$ cat src/rtl/mcc_pkg.sv
// +------------------------------------------------------------------+
// | mcc_pkg : shared opcode constants and FSM state type for the     |
// |           multi-cycle controller.   Rev 1.0                      |
// +------------------------------------------------------------------+
`default_nettype none

package mcc_pkg;

  typedef enum logic [1:0] {
    FETCH     = 2'd0,
    DECODE    = 2'd1,
    EXECUTE   = 2'd2,
    WRITEBACK = 2'd3
  } state_t;

  localparam logic [1:0] OP_MOV   = 2'b00;
  localparam logic [1:0] OP_SHIFT = 2'b01;
  localparam logic [1:0] OP_RSVD  = 2'b10;
  localparam logic [1:0] OP_JUMP  = 2'b11;

endpackage

`default_nettype wire

$ cat src/rtl/mcc_opcode_decode.sv
// +------------------------------------------------------------------+
// | mcc_opcode_decode : one-hot classification of the 2-bit opcode.  |
// | Rev 1.0                                                          |
// +------------------------------------------------------------------+
`default_nettype none

module mcc_opcode_decode
  import mcc_pkg::*;
(
  input  logic [1:0] op,
  output logic       is_mov,
  output logic       is_shift,
  output logic       is_jump,
  output logic       is_rsvd
);

  assign is_mov   = (op == OP_MOV);
  assign is_shift = (op == OP_SHIFT);
  assign is_jump  = (op == OP_JUMP);
  assign is_rsvd  = (op == OP_RSVD);

endmodule

`default_nettype wire

$ cat src/rtl/multi_cycle_controller.sv
// +------------------------------------------------------------------+
// | multi_cycle_controller : FETCH/DECODE/EXECUTE/WRITEBACK sequencer |
// | with retired-instruction counter. Optional MCC_SINGLE_STEP_EN     |
// | adds step_req/halted single-step control.   Rev 1.0              |
// +------------------------------------------------------------------+
`default_nettype none

module multi_cycle_controller
  import mcc_pkg::*;
#(
  parameter int CNT_W = 16
)
(
  input  logic             Clk,
  input  logic             Reset,
  input  logic             imem_ready,
  input  logic [1:0]       opcode,
  input  logic             stall,
  output logic             IRWrite,
  output logic             PCWrite,
  output logic             jump,
  output logic             RegWrite,
  output logic             SMCtrl,
  output logic             illegal_op,
  output logic [1:0]       state,
  output logic [CNT_W-1:0] retired
`ifdef MCC_SINGLE_STEP_EN
  ,
  input  logic             step_req,
  output logic             halted
`endif
);

  localparam logic [CNT_W-1:0] CNT_ONE = {{(CNT_W-1){1'b0}}, 1'b1};

  state_t     cur;
  logic [1:0] op_q;
  logic [1:0] dec_op;
  logic       is_mov, is_shift, is_jump, is_rsvd;
  logic       pcw_q, jmp_q, rw_q, ill_q, sm_q;
  logic       go;

  // The live opcode is classified only in DECODE; elsewhere the registered copy steers.
  assign dec_op = (cur == DECODE) ? opcode : op_q;

  mcc_opcode_decode u_dec (
    .op       (dec_op),
    .is_mov   (is_mov),
    .is_shift (is_shift),
    .is_jump  (is_jump),
    .is_rsvd  (is_rsvd)
  );

  always_ff @(posedge Clk or negedge Reset) begin
    if (!Reset) begin
      cur     <= FETCH;
      op_q    <= OP_MOV;
      pcw_q   <= 1'b0;
      jmp_q   <= 1'b0;
      rw_q    <= 1'b0;
      ill_q   <= 1'b0;
      sm_q    <= 1'b0;
      retired <= '0;
    end else if (!stall) begin
      case (cur)
        FETCH: begin
          if (imem_ready && go) cur <= DECODE;
        end
        DECODE: begin
          op_q  <= opcode;
          sm_q  <= is_mov;
          pcw_q <= is_jump | is_rsvd;
          jmp_q <= is_jump;
          ill_q <= is_rsvd;
          cur   <= EXECUTE;
        end
        EXECUTE: begin
          jmp_q <= 1'b0;
          ill_q <= 1'b0;
          if (is_jump) begin
            pcw_q   <= 1'b0;
            retired <= retired + CNT_ONE;
            cur     <= FETCH;
          end else if (is_rsvd) begin
            pcw_q <= 1'b0;
            cur   <= FETCH;
          end else if (is_mov || is_shift) begin
            pcw_q <= 1'b1;
            rw_q  <= 1'b1;
            cur   <= WRITEBACK;
          end else begin
            cur <= FETCH;
          end
        end
        WRITEBACK: begin
          pcw_q   <= 1'b0;
          rw_q    <= 1'b0;
          sm_q    <= 1'b0;
          retired <= retired + CNT_ONE;
          cur     <= FETCH;
        end
        default: cur <= FETCH;
      endcase
    end
  end

`ifdef MCC_SINGLE_STEP_EN
  logic halted_q;

  // Halt after every completed or trapped instruction; a step request re-arms FETCH.
  always_ff @(posedge Clk or negedge Reset) begin
    if (!Reset) begin
      halted_q <= 1'b0;
    end else if (!stall) begin
      if (cur == WRITEBACK || (cur == EXECUTE && (is_jump || is_rsvd))) begin
        halted_q <= 1'b1;
      end else if (cur == FETCH && step_req) begin
        halted_q <= 1'b0;
      end
    end
  end

  assign halted = halted_q;
  assign go     = ~halted_q;
`else
  assign go = 1'b1;
`endif

  // IRWrite follows imem_ready combinationally, so it must also be masked by reset.
  assign IRWrite    = Reset & (cur == FETCH) & imem_ready & go & ~stall;
  assign PCWrite    = pcw_q & ~stall;
  assign jump       = jmp_q & ~stall;
  assign RegWrite   = rw_q  & ~stall;
  assign illegal_op = ill_q & ~stall;
  assign SMCtrl     = sm_q;
  assign state      = cur;

endmodule

`default_nettype wire

$ cat config.mk
export PLATFORM = sky130hd
export DESIGN_NAME = multi_cycle_controller
export DESIGN_NICKNAME = d
export VERILOG_FILES = /design/src/rtl/mcc_pkg.sv /design/src/rtl/mcc_opcode_decode.sv /design/src/rtl/multi_cycle_controller.sv
export SDC_FILE = /design/constraint.sdc
export NUM_CORES = 1
export LEC_CHECK = 0
export CAP_MARGIN = 20
export CORE_ASPECT_RATIO = 1.5
export CORE_MARGIN = 2
export CORE_UTILIZATION = 50
export DETAILED_ROUTE_END_ITERATION = 10
export DONT_BUFFER_PORTS = 1
export PLACE_DENSITY = 0.62
export SLEW_MARGIN = 30
export SYNTH_ARGS = -nofsm -noshare
export SYNTH_HDL_FRONTEND = slang
export SYNTH_SLANG_ARGS = --single-unit
$ cat constraint.sdc
create_clock -name Clk -period 2.4 [get_ports Clk]
set_input_delay 0.36 -clock Clk [delete_from_list [all_inputs] [get_ports Clk]]
set_output_delay 0.36 -clock Clk [all_outputs]
set_load 0.1 [all_outputs]
==> out/metrics.csv, run 1 <==
stage,metric,value,unit
run_status,status,"complete, no violations",
critical_path,crit_fanout,16,
synthesis,synth_nets,132,
synthesis,synth_area_leaders,"dfrtp_1 48%, xnor2_1 9.4%, ha_1 5.8%",
critical_path,rrSetupSlack,0.42,ns
sta,timing.slew.headroom,38.6,%
sta,slew_violations,0,
finish,insertedDiodeCount,0,
place,gp_congestion,0.748,
place,placed_area,1510,sq um
sta,worst_pin_slew,0.921,ns
global_route,met1_usage,18.2,%
synthesis,ys_ff_latch,25,
clocking,clock_tree.root_cell,clkbuf_4,
global_route,grt_pass1_vias,991,
finish,final_util,64.0,%
synthesis,syn_area_per_cell,10.8,sq um
finish,nets,159,
global_route,overflow,0,
clocking,ctsResizeCount,0,
hold_path,whs_path_depth,2,
floorplan,die_h,66.5,um
detailed_routing,wl_per_cell,15.2,um
synthesis,syn_inst,120,
synthesis,yosys.area.top_type_share,48.1,%
sta,rsz0062_at_grt,no,
synthesis,synth_largest_area_cell,dfrtp_1,
critical_path,critPathRequiredTime,2.62,ns
place,port-buffer-count,0,
floorplan,die_w,45.7,um
clocking,cts.sinks,25,
sta,setup_viol,0,
sta,holdWs,0.161,ns
pwr,power_density,1350,nW/um^2
clocking,clk_pin_slew,0.14,ns
synthesis,netlist_area,1300,sq um
detailed_routing,avgViaCountPerCell,5.76,
clocking,h-tree-depth,1,
pwr,p_leak,0.000746,uW
run,maxCapViolations,0,
critical_path,crit_type,register to register,
finish,n_fill_cell,221,
clocking,cts_tree,built,
floorplan,die_area,3040,sq um
hold_path,holdCritPathClass,primary input to register,
global_route,antenna_found_initial,0,
floorplan,start_util,53.1,%
global_route,grt_use_met3,2.98,%
clocking,post_cts_buffers,0,
global_route,gr-usage-all-layers,18.8,%
sta,finClkSkew,0.00193,ns
floorplan,io-pin-count,30,
global_route,grt_pass1_wl,4170,um
global_route,grt_max_degree,26,
synthesis,ys.warnings.count,0,
hold_path,min_from,stall,
sta,fmax,504,MHz
critical_path,end_kind,register,
detailed_routing,firstDrtPassIters,4,
clocking,clock_latency,0.31,ns
finish,synthToLayoutAreaGrowth,20.6,%
sta,layout_worst_path_cycle_share,82.6,%
critical_path,ff2ff_path_depth,6,
pwr,ir_drop,1.04,mV
critical_path,arrival,2.20,ns
critical_path,r2r_start,state[1],
sta,fin_setup_tns,0,ns
sta,final-hold-violation-count,0,
clocking,cts_inserted_buffers,3,
detailed_routing,drtAntennaViolNets,0,
sta,post-route-min-period,1.98,ns
critical_path,critPathLaunchType,register,
synthesis,yosysUniqueCellTypes,29,
floorplan,core_area,2450,sq um
detailed_routing,drt-initial-drc-count,11,
global_route,top_usage_layer,met2,
finish,stdcell_area,1570,sq um
floorplan,core.rowCount,22,
hold_path,worstHoldEndpoint,SMCtrl,
critical_path,r2r-end,retired[1],
detailed_routing,vias,979,
global_route,use_met2,37.1,%
clocking,clock_path_buffers,2,
synthesis,yosysSeqAreaShare,48.1,%
detailed_routing,remaining_drc_errors,0,
place,hpwl,1940,um
detailed_routing,drt_wl_total,2580,um
clocking,ctsHoldBuffers,2,
finish,layout-drive-gt1-share,30.1,%
==> critical path, cell delays in order, from the launching register on <==
cell and delay (ns):
dfrtp_2 0.46, inv_1 0.11, ha_1 0.32, nand3_2 0.15
a311oi_4 0.26, buf_4 0.25, mux2_2 0.35
==> per-layer routing <==
layer  wire, um  vias to the layer above
met2       1460                       22
met4         38                        0
met5          0                        -
li1           -                      468
met1        993                      483
met3         87                        6
==> power by group <==
part	switching, uW	total [uW]	internal (uW)	leakage (uW)
clock	126	188	62.3	0.0000177
combinational	959	1310	352	0.000406
sequential	81.5	617	536	0.000322
==> placed cells by master, fill, tap and decap left out, types with 4 or more instances in the layout <==
| master | netlist | layout |
|---|---|---|
| xnor2_1 | 14 | 14 |
| nand3_1 | 6 | 6 |
| ha_1 | 6 | 6 |
| a21oi_1 | 5 | 5 |
| mux2_2 | 4 | 4 |
| nor2b_2 | 0 | 4 |
| dfrtp_1 | 25 | 23 |
| inv_1 | 5 | 5 |
| o21ai_0 | 5 | 5 |
| nand2_1 | 8 | 8 |
| buf_4 | 0 | 24 |
| and3_1 | 7 | 7 |
| nand4_1 | 7 | 7 |
==> how the worst max path moves through the flow <==
stage	start	end	slack, ns	cells after the start
global placement	state[0]	retired[1]	0.52	6
detailed placement	state[1]	retired[1]	0.44	6
CTS	state[1]	retired[1]	0.40	6
floorplan	stall	PCWrite	0.11	2
finish	state[1]	retired[1]	0.42	6
global route	state[1]	pcw_q	0.33	6
==> sequential cells by signal (all words and copies together), names as in the netlist <==
signal	cells
SMCtrl	1
ill_q	1
jmp_q	1
op_q	2
pcw_q	1
retired	16
rw_q	1
state	2
==> Yosys cell counts, drive strengths merged <==
cell type,n
a21oi,5
a311oi,1
a31oi,2
and2,2
and3,7
and4,1
buf,2
clkbuf,2
dfrtp,25
ha,6
inv,5
mux2,4
mux2i,2
nand2,8
nand3,7
nand3b,1
nand4,7
nor2,3
nor2b,5
nor3,2
o21ai,5
o31ai,1
or2,1
or2b,1
xnor2,14
xor2,1
==> stage by stage <==
| stage | worst slack [ns] | cells | power (uW) |
|---|---|---|---|
| floorplan | 0.115 | 120 | 1680 |
| global placement | 0.524 | 164 | 1910 |
| detailed placement | 0.437 | 164 | 1930 |
| CTS | 0.400 | 170 | 2130 |
| global route | 0.326 | 170 | 2240 |
| finish | 0.418 | 170 | 2120 |
==> cells by family after synthesis <==
logic type | Yosys count | synth area share (%)
AOI/OAI and AO/OA | 14 | 7.40
xor gates and xnor gates | 15 | 10.1
adders and majority gates | 6 | 5.77
buffers and inverters | 9 | 3.27
DFF | 25 | 48.1
muxes | 6 | 5.00
and+or+nand+nor | 45 | 20.4
==> final cells by class <==
class | instances | area (sq um) | share of cell area, %
Tap cell | 24 | 30.0 | 1.91
Timing Repair Buffer | 26 | 210 | 13.4
Multi-Input combinational cell | 86 | 654 | 41.7
Sequential cell | 25 | 628 | 40.0
Clock buffer | 3 | 22.5 | 1.44
Inverter | 5 | 18.8 | 1.20
Clock inverter | 1 | 5.00 | 0.319
Power figures use the tool's default switching activity.
==> inputs of run 2 (changes only) <==
--- a/config.mk
+++ b/config.mk
@@ -11,7 +11,7 @@
 export CORE_UTILIZATION = 50
 export DETAILED_ROUTE_END_ITERATION = 10
 export DONT_BUFFER_PORTS = 1
-export PLACE_DENSITY = 0.62
+export PLACE_DENSITY = 0.65
 export SLEW_MARGIN = 30
 export SYNTH_ARGS = -nofsm -noshare
 export SYNTH_HDL_FRONTEND = slang
==> constraint.sdc (replaced) <==
create_clock -name Clk -period 1.8 [get_ports Clk]
set_input_delay 0.27 -clock Clk [delete_from_list [all_inputs] [get_ports Clk]]
set_output_delay 0.27 -clock Clk [all_outputs]
set_load 0.1 [all_outputs]
==> out/metrics.csv, run 2 (same netlist as run 1, synthesis figures left out) <==
stage,metric,value,unit
run_status,status,"complete, no violations",
critical_path,end_kind,register,
finish,insertedDiodeCount,0,
run,maxCapViolations,0,
global_route,overflow,0,
critical_path,crit_type,register to register,
clocking,clock_path_buffers,2,
clocking,cts.sinks,25,
finish,nets,169,
pwr,power,3220,uW
sta,layout_worst_path_cycle_share,98.4,%
sta,slew_violations,0,
sta,finClkSkew,0.00305,ns
floorplan,core_area,2450,sq um
floorplan,die_h,66.5,um
clocking,h-tree-depth,1,
sta,timing.slew.headroom,79.3,%
global_route,grt_pass1_wl,4380,um
place,gp_congestion,0.760,
pwr,p_int,1530,uW
finish,layout_commonest_cell,buf_4,
global_route,antenna_found_initial,0,
finish,top_register,retired,
detailed_routing,drt-initial-drc-count,15,
detailed_routing,vias,1027,
finish,most-common-layout-cells,"28 x buf_4, 17 x dfrtp_1, 14 x xnor2_1, 7 x and3_1, 7 x nand4_1",
pwr,clock_power_share,7.8,%
pwr,p_leak,0.000799,uW
clocking,cts_inserted_buffers,3,
floorplan,core.rowCount,22,
pwr,p_sw,1680,uW
sta,fmax,565,MHz
sta,worst_pin_slew,0.310,ns
hold_path,holdCritPathClass,primary input to register,
pwr,power_density,1810,nW/um^2
detailed_routing,firstDrtPassIters,4,
global_route,grt_max_degree,26,
detailed_routing,remaining_drc_errors,0,
pwr,p_comb_share,65.6,%
global_route,grt_pass1_vias,981,
finish,layout-drive-gt1-share,46.8,%
sta,rsz0062_at_grt,yes,
clocking,clk_pin_slew,0.14,ns
global_route,gr-usage-all-layers,19.8,%
place,port-buffer-count,0,
floorplan,start_util,53.1,%
pwr,pwr-share-seq,26.6,%
floorplan,die_w,45.7,um
floorplan,die_area,3040,sq um
detailed_routing,drtAntennaViolNets,0,
finish,largest_reg_flops,16,
sta,final-hold-violation-count,0,
floorplan,io-pin-count,30,
detailed_routing,wl_per_cell,15.6,um
sta,post-route-min-period,1.77,ns
finish,synthToLayoutAreaGrowth,36.3,%
critical_path,arrival,1.98,ns
clocking,cts_tree,built,
critical_path,critPathRequiredTime,2.01,ns
clocking,clock_tree.root_cell,clkbuf_4,
clocking,clock_latency,0.31,ns
pwr,ir_drop,1.26,mV
critical_path,critPathLaunchType,register,
critical_path,crit_fanout,6,
finish,final_util,72.4,%
place,hpwl,1990,um
sta,setup_viol,0,
detailed_routing,drt_wl_total,2820,um
detailed_routing,avgViaCountPerCell,5.71,
pwr,swShare,52.4,%
## run 2: changes by cell type in the layout (fill, tap and decap cells not counted), sizes merged
| cell | previous run | this run |
|---|---|---|
| buf | 25 | 35 |
| clkinv | 1 | 0 |
| clkbuf | 3 | 4 |
## run 2: final timing paths
kind                                   from          end  slack (ns)  cells after the start
min in group asynchronous             Reset  retired[11]        0.37                      2
max in group asynchronous             Reset     state[1]        1.26                      2
worst max register to register     state[1]   retired[1]        0.03                      6
worst max-delay path               state[1]   retired[1]        0.03                      6
worst min register to register  retired[15]  retired[15]        0.49                      1
worst min-delay path                  stall       SMCtrl        0.07                      2
## run 2: repair_timing
item	in CTS	in global routing
endpoints found under the setup margin	2	13
gates resized for setup	4	7
endpoints found under the hold margin	25	0
pin swaps	2	2
buffers inserted	3	0
hold buffers	2	0
## run 2: critical path, stage by stage, from the launching register on
cell and delay (ns):
dfrtp_4 0.52, inv_4 0.09, ha_4 0.17, nand3_4 0.08
a311oi_4 0.33, buf_6 0.18, mux2_4 0.30
## run 2: per-layer routing
| metal | up-vias | part of all wire, % | track usage [%] |
|---|---|---|---|
| li1 | 488 | - | - |
| met1 | 511 | 40 | 20.6 |
| met2 | 24 | 56 | 37.5 |
| met3 | 4 | 3.5 | 2.98 |
| met4 | 0 | 1.2 | 6.99 |
| met5 | - | 0 | 0 |
## run 2: stage by stage
| stage | TNS [ns] | area (sq um) | hold slack [ns] | std cells | setup slack [ns] |
|---|---|---|---|---|---|
| final | 0 | 1770 | 0.0747 | 180 | 0.0286 |
| after global routing | -0.260 | 1770 | 0.0742 | 180 | -0.0404 |
| after CTS | -0.0209 | 1750 | 0.0796 | 180 | -0.0138 |
| after detailed placement | 0 | 1650 | -0.0251 | 171 | 0.0207 |
| after global placement | 0 | 1650 | -0.0250 | 171 | 0.0717 |
| after floorplan | -3.84 | 1390 | -0.0256 | 120 | -0.305 |
## run 2: final cells by class
cell class	count	area, sq um
Clock buffer	4	26.3
Fill cell	193	676
Inverter	5	23.8
Multi-Input combinational cell	86	737
Sequential cell	25	641
Tap cell	24	30.0
Timing Repair Buffer	36	317
## run 2: power by group through the flow
stage	Combinational [uW]	Clock [uW]	Sequential, uW
2_1_floorplan	851	0	1510
3_3_place_gp	1880	0	869
3_5_place_dp	1910	0	876
4_1_cts	2040	251	855
5_1_grt	2230	278	876
6_report	2110	251	857
